$ cat src/rtl/rcc_pkg.sv
// rtl/rcc_pkg.sv - scan controller state type, character constants and BCD-to-ASCII encode
package rcc_pkg;

  typedef enum logic [1:0] {IDLE, EMIT, DONE} rcc_scan_state_t;

  localparam logic [7:0] DOUT_IDLE  = 8'hFF;
  localparam logic [7:0] CHAR_BLANK = 8'h20;
  localparam logic [7:0] CHAR_ERR   = 8'h3F;
  localparam logic [7:0] CHAR_ZERO  = 8'h30;

  // A non-BCD nibble always shows as '?', even inside a blanking run.
  function automatic logic [7:0] bcd_to_ascii(input logic [3:0] nibble, input logic blank);
    logic [7:0] c;
    if (nibble > 4'd9) c = CHAR_ERR;
    else if (blank && (nibble == 4'd0)) c = CHAR_BLANK;
    else c = CHAR_ZERO + {4'h0, nibble};
    return c;
  endfunction

endpackage

$ cat src/rtl/rcc_char_enc.sv
// rtl/rcc_char_enc.sv - combinational nibble + blank flag to ASCII character and invalid flag
module rcc_char_enc
  import rcc_pkg::*;
(
  input  logic [3:0] nibble,
  input  logic       blank,
  output logic [7:0] char_code,
  output logic       invalid
);

  always_comb begin
    char_code = bcd_to_ascii(nibble, blank);
    invalid   = (nibble > 4'd9);
  end

endmodule

$ cat src/rtl/rcc_scan_ctrl.sv
// rtl/rcc_scan_ctrl.sv - sequences a packed BCD result onto the character bus, MSD first
module rcc_scan_ctrl
  import rcc_pkg::*;
#(
  parameter int NUM_DIGITS    = 4,
  parameter int DIGIT_DIV     = 8,
  parameter int BLANK_LEADING = 1
) (
  input  logic                          clk,
  input  logic                          reset,
  input  logic                          res_valid,
  input  logic [4*NUM_DIGITS-1:0]       res_data,
  output logic                          res_ready,
  output logic [7:0]                    dout,
  output logic                          dout_flag,
  output logic                          digit_clk,
  output logic [$clog2(NUM_DIGITS)-1:0] digit_sel,
  output logic                          err
);

  localparam int SLOT_W = $clog2(DIGIT_DIV);
  localparam int SEL_W  = $clog2(NUM_DIGITS);
  localparam logic [SLOT_W-1:0] SLOT_LAST = SLOT_W'(DIGIT_DIV - 1);
  localparam logic [SLOT_W-1:0] SLOT_HALF = SLOT_W'(DIGIT_DIV / 2);
  localparam logic [SEL_W-1:0]  SEL_MSD   = SEL_W'(NUM_DIGITS - 1);

  rcc_scan_state_t             state_q, state_d;
  logic [SLOT_W-1:0]           slot_q, slot_d;
  logic [SEL_W-1:0]            sel_d;
  logic [4*NUM_DIGITS-1:0]     data_q, data_d;
  logic                        blank_q, blank_d;
  logic [7:0]                  dout_d;
  logic                        flag_d, dclk_d, err_d;

  logic [3:0] cur_nibble;
  logic [7:0] enc_char;
  logic       enc_invalid;

  // The latched word shifts left each digit, so the current digit is always the top nibble.
  assign cur_nibble = data_q[4*NUM_DIGITS-1 -: 4];
  assign res_ready  = (state_q == IDLE);

  rcc_char_enc u_enc (
    .nibble    (cur_nibble),
    .blank     (blank_q && (digit_sel != '0)),
    .char_code (enc_char),
    .invalid   (enc_invalid)
  );

  always_comb begin
    state_d = state_q;
    slot_d  = slot_q;
    sel_d   = digit_sel;
    data_d  = data_q;
    blank_d = blank_q;
    dout_d  = dout;
    flag_d  = dout_flag;
    dclk_d  = 1'b0;
    err_d   = err;
    case (state_q)
      IDLE: begin
        if (res_valid) begin
          state_d = EMIT;
          data_d  = res_data;
          err_d   = 1'b0;
          blank_d = (BLANK_LEADING != 0);
          sel_d   = SEL_MSD;
          slot_d  = '0;
        end
      end
      EMIT: begin
        // Outputs are registered, so the visible slot trails the counter by one cycle
        // and dout leads the digit_clk rise by a full cycle.
        dclk_d = (slot_q != '0) && (slot_q <= SLOT_HALF);
        if (slot_q == '0) begin
          dout_d  = enc_char;
          flag_d  = 1'b0;
          err_d   = err | enc_invalid;
          blank_d = blank_q && (cur_nibble == 4'd0);
        end
        if (slot_q == SLOT_LAST) begin
          slot_d = '0;
          data_d = data_q << 4;
          if (digit_sel == '0) begin
            state_d = DONE;
            sel_d   = SEL_MSD;
          end else begin
            sel_d = digit_sel - 1'b1;
          end
        end else begin
          slot_d = slot_q + 1'b1;
        end
      end
      DONE: begin
        dout_d  = DOUT_IDLE;
        flag_d  = 1'b1;
        state_d = IDLE;
      end
      default: state_d = IDLE;
    endcase
  end

  always_ff @(posedge clk or posedge reset) begin
    if (reset) begin
      state_q   <= IDLE;
      slot_q    <= '0;
      digit_sel <= SEL_MSD;
      data_q    <= '0;
      blank_q   <= 1'b0;
      dout      <= DOUT_IDLE;
      dout_flag <= 1'b1;
      digit_clk <= 1'b0;
      err       <= 1'b0;
    end else begin
      state_q   <= state_d;
      slot_q    <= slot_d;
      digit_sel <= sel_d;
      data_q    <= data_d;
      blank_q   <= blank_d;
      dout      <= dout_d;
      dout_flag <= flag_d;
      digit_clk <= dclk_d;
      err       <= err_d;
    end
  end

endmodule

$ cat config.mk
export PLATFORM = sky130hd
export DESIGN_NAME = rcc_scan_ctrl
export DESIGN_NICKNAME = d
export VERILOG_FILES = /design/src/rtl/rcc_pkg.sv /design/src/rtl/rcc_char_enc.sv /design/src/rtl/rcc_scan_ctrl.sv
export SDC_FILE = /design/constraint.sdc
export NUM_CORES = 1
export LEC_CHECK = 0
export BUFFER_PORTS_ARGS = -buffer_cell sky130_fd_sc_hd__buf_4
export CORE_MARGIN = 1
export CORE_UTILIZATION = 50
export CTS_BUF_LIST = sky130_fd_sc_hd__clkbuf_8
export CTS_CLUSTER_SIZE = 12
export DETAILED_ROUTE_END_ITERATION = 7
export PLACE_DENSITY = 0.73
export SLEW_MARGIN = 5
export SYNTH_ARGS = -nofsm -noshare
export SYNTH_HDL_FRONTEND = slang
export SYNTH_HIERARCHICAL = 1
export SYNTH_SLANG_ARGS = --single-unit
$ cat constraint.sdc
create_clock -name clk -period 3.8 [get_ports clk]
set_input_delay 0.38 -clock clk [delete_from_list [all_inputs] [get_ports clk]]
set_output_delay 0.38 -clock clk [all_outputs]
set_load 0.1 [all_outputs]
==> metrics.csv <==
metric;value;unit
post_cts resized;0;
clock root cell;clkbuf_8;
Bufs on Longest Clock Path;2;
port bufs;32;
grt total ovfl;0;
first-pass GRT wire length;6.29;mm
DRT Pass-1 Iters;4;
Yosys top cell area share;32.2;%
clock skew;0.00300;ns
GPL Wtd Cong;0.746;
Rows;21;
Starting DRT DRC Count;72;
global-route track usage on met3;5.11;%
Worst EP required;3.97;ns
VDD IR max;0.539;mV
Distinct cells, synth;37;
top cells by area, synth;dfrtp_1, mux2_4, dfstp_2;
M2 GR Usage;34.1;%
Die Width;63.0;µm
total power;2.15;mW
relative slew slack;42.3;%
Hold Crit Class;input pin to async pin;
PnR worst setup slack;1.72;ns
core area;3440;µm²
initial antenna violation count;0;
Setup crit start kind;register;
largest net degree at the start of global routing;23;
starting density of the core;54.1;%
Clock transition at path regs;0.07;ns
fin util;63.4;%
buffer and inverter count on the worst path;0;
RSZ-0062 raised after global routing;false;
Sw Ratio;46.2;%
syn_area_per_cell;12.1;µm²
CP top delay family;flip-flops;
Fin. Hold Viols;0;
register area share after synthesis;47.8;%
Final Cell Area;2180;µm²
# IOs;33;
Synth Instances;154;
worst-path fanout max;21;
drt drc;0;
vias;1248;
WL final;3.66;mm
drt wl/cell;15.8;µm
setup_tns;0;ns
Tmin final;2.08;ns
Inst Count DP;224;
Psw;0.993;mW
Leakage Power;1.06;nW
worst slack, placed;1.74;ns
Yosys warnings;6;
Clock power frac;13.4;%
Gate power share;54.2;%
status;completed;
WHS;0.273;ns
final period utilization;54.7;%
Reg power frac;32.4;%
CTS Hold Bufs;0;
clock latency on the worst-skew pair;0.28;ns
die area;3970;µm²
DR vias/cell;5.38;
CP cell instances;nor2b_1, mux2_2, mux2_4;
Arrival @ worst endpoint;2.25;ns
CP peak stage delay;0.78;ns
met1 usage;27.3;%
netlist area before placement;1860;µm²
layout cells sized above 1;43.0;%
gr usage total;21.1;%
Synth Register Bits;35;
Max Fclk;0.482;GHz
CTS buffer count;5;
DP HPWL;2.66;mm
clk sink count;35;
# diodes;0;
P_int;1.16;mW
PwrDens;985;nW/µm²
CTS tree;done;
Layout Area Growth over Synthesis;17.2;%
largest area contributor in the netlist;dfrtp_1;
Final setup viols;0;
critical path type;register to register;
Final nets;209;
Fill cells;272;
vias in the first global route;1289;
placed instance area;2080;µm²
total setup buffers inserted after CTS;0;
height of the die;63.0;µm
H-Tree Depth;2;
Tightest Pin Transition;0.864;ns
grt peak-use layer;met2;
fin cells;232;
crit end category;register;
max_cap viols;0;
Slew Limit Fails;0;
Routed Antenna Nets;0;
critical path's slowest cell;dfrtp_1;
[area by class of cell]
cell class | instances | area [µm²] | share of cell area, %
clock buffer | 7 | 96.3 | 4.41
clock inverter | 1 | 3.75 | 0.172
inverter | 8 | 30.0 | 1.38
multi-input combinational | 102 | 858 | 39.3
sequential | 35 | 890 | 40.7
tap | 46 | 57.6 | 2.64
timing repair buffer | 33 | 248 | 11.3
[cells in the mapped netlist, drive strengths merged]
cell,n
o21a,1
buf,8
nor4,2
o22ai,5
nor2,15
o2bb2ai,3
a22o,6
inv,7
and2,1
nand2b,4
a32oi,2
nand2,4
conb,2
a31oi,2
dfstp,11
o31ai,1
a21oi,13
o21ai,2
and3,1
ha,5
clkbuf,2
o21bai,1
a21o,4
dfrtp,24
clkinv,1
nor2b,2
or2,1
mux2,24
[cells by family after synthesis]
family / Yosys count / synth area share [%]
compound gates: 40 / 15.1
other cells: 2 / 0.403
fa+ha+maj: 5 / 3.36
mux: 24 / 18.5
flops: 35 / 47.8
buf+inv: 18 / 6.38
simple gates: 30 / 8.46
[worst paths after layout]
check | from | endpoint | slack (ns) | cells past startpoint
worst max-delay path | state_q[0] | data_q[4] | 1.72 | 3
max in group asynchronous | reset | dout[6] | 2.74 | 3
min in group clk | res_data[2] | data_q[2] | 0.32 | 2
worst max register to register | state_q[0] | data_q[4] | 1.72 | 3
worst min register to register | dout_flag | dout_flag | 0.48 | 2
worst min-delay path | reset | data_q[0] | 0.27 | 2
[power by group through the flow]
stage / clock, mW / combinational (mW) / sequential [mW]
3_5_place_dp: 0 / 1.17 / 0.701
3_3_place_gp: 0 / 1.14 / 0.685
5_1_grt: 0.311 / 1.24 / 0.723
4_1_cts: 0.296 / 1.17 / 0.696
2_1_floorplan: 0 / 0.603 / 1.08
6_report: 0.288 / 1.17 / 0.697
[per-layer routing]
metal | wire length, µm | share of wire, %
met5 | 0 | 0
met4 | 68 | 1.9
met3 | 132 | 3.6
met1 | 1600 | 44
met2 | 1860 | 51
[layout by cell type, fill, tap and decap left out, types with 3 or more instances in the layout]
cell and count:
ha_1 5, mux2_2 3, dfrtp_1 24, mux2_4 20, o2bb2ai_1 3, a21oi_1 12, dfstp_2 11, a22o_1 6
nor2_1 15, nand2_1 3, clkbuf_8 7, o22ai_1 5, buf_4 33, inv_1 8, conb_1 3
[sequential cells by signal, indices dropped and copies added (netlist names)]
register   cells
dout_flag      1
digit_sel      2
dout           8
slot_q         3
data_q        16
state_q        2
digit_clk      1
blank_q        1
err            1
[worst reg2reg max path, cell delays in order, from the launching register on]
cell	delay, ns
dfrtp_1	0.78
nor2b_1	0.54
mux2_2	0.39
mux2_4	0.25
Note: power is estimated with default switching activity, not from simulation.
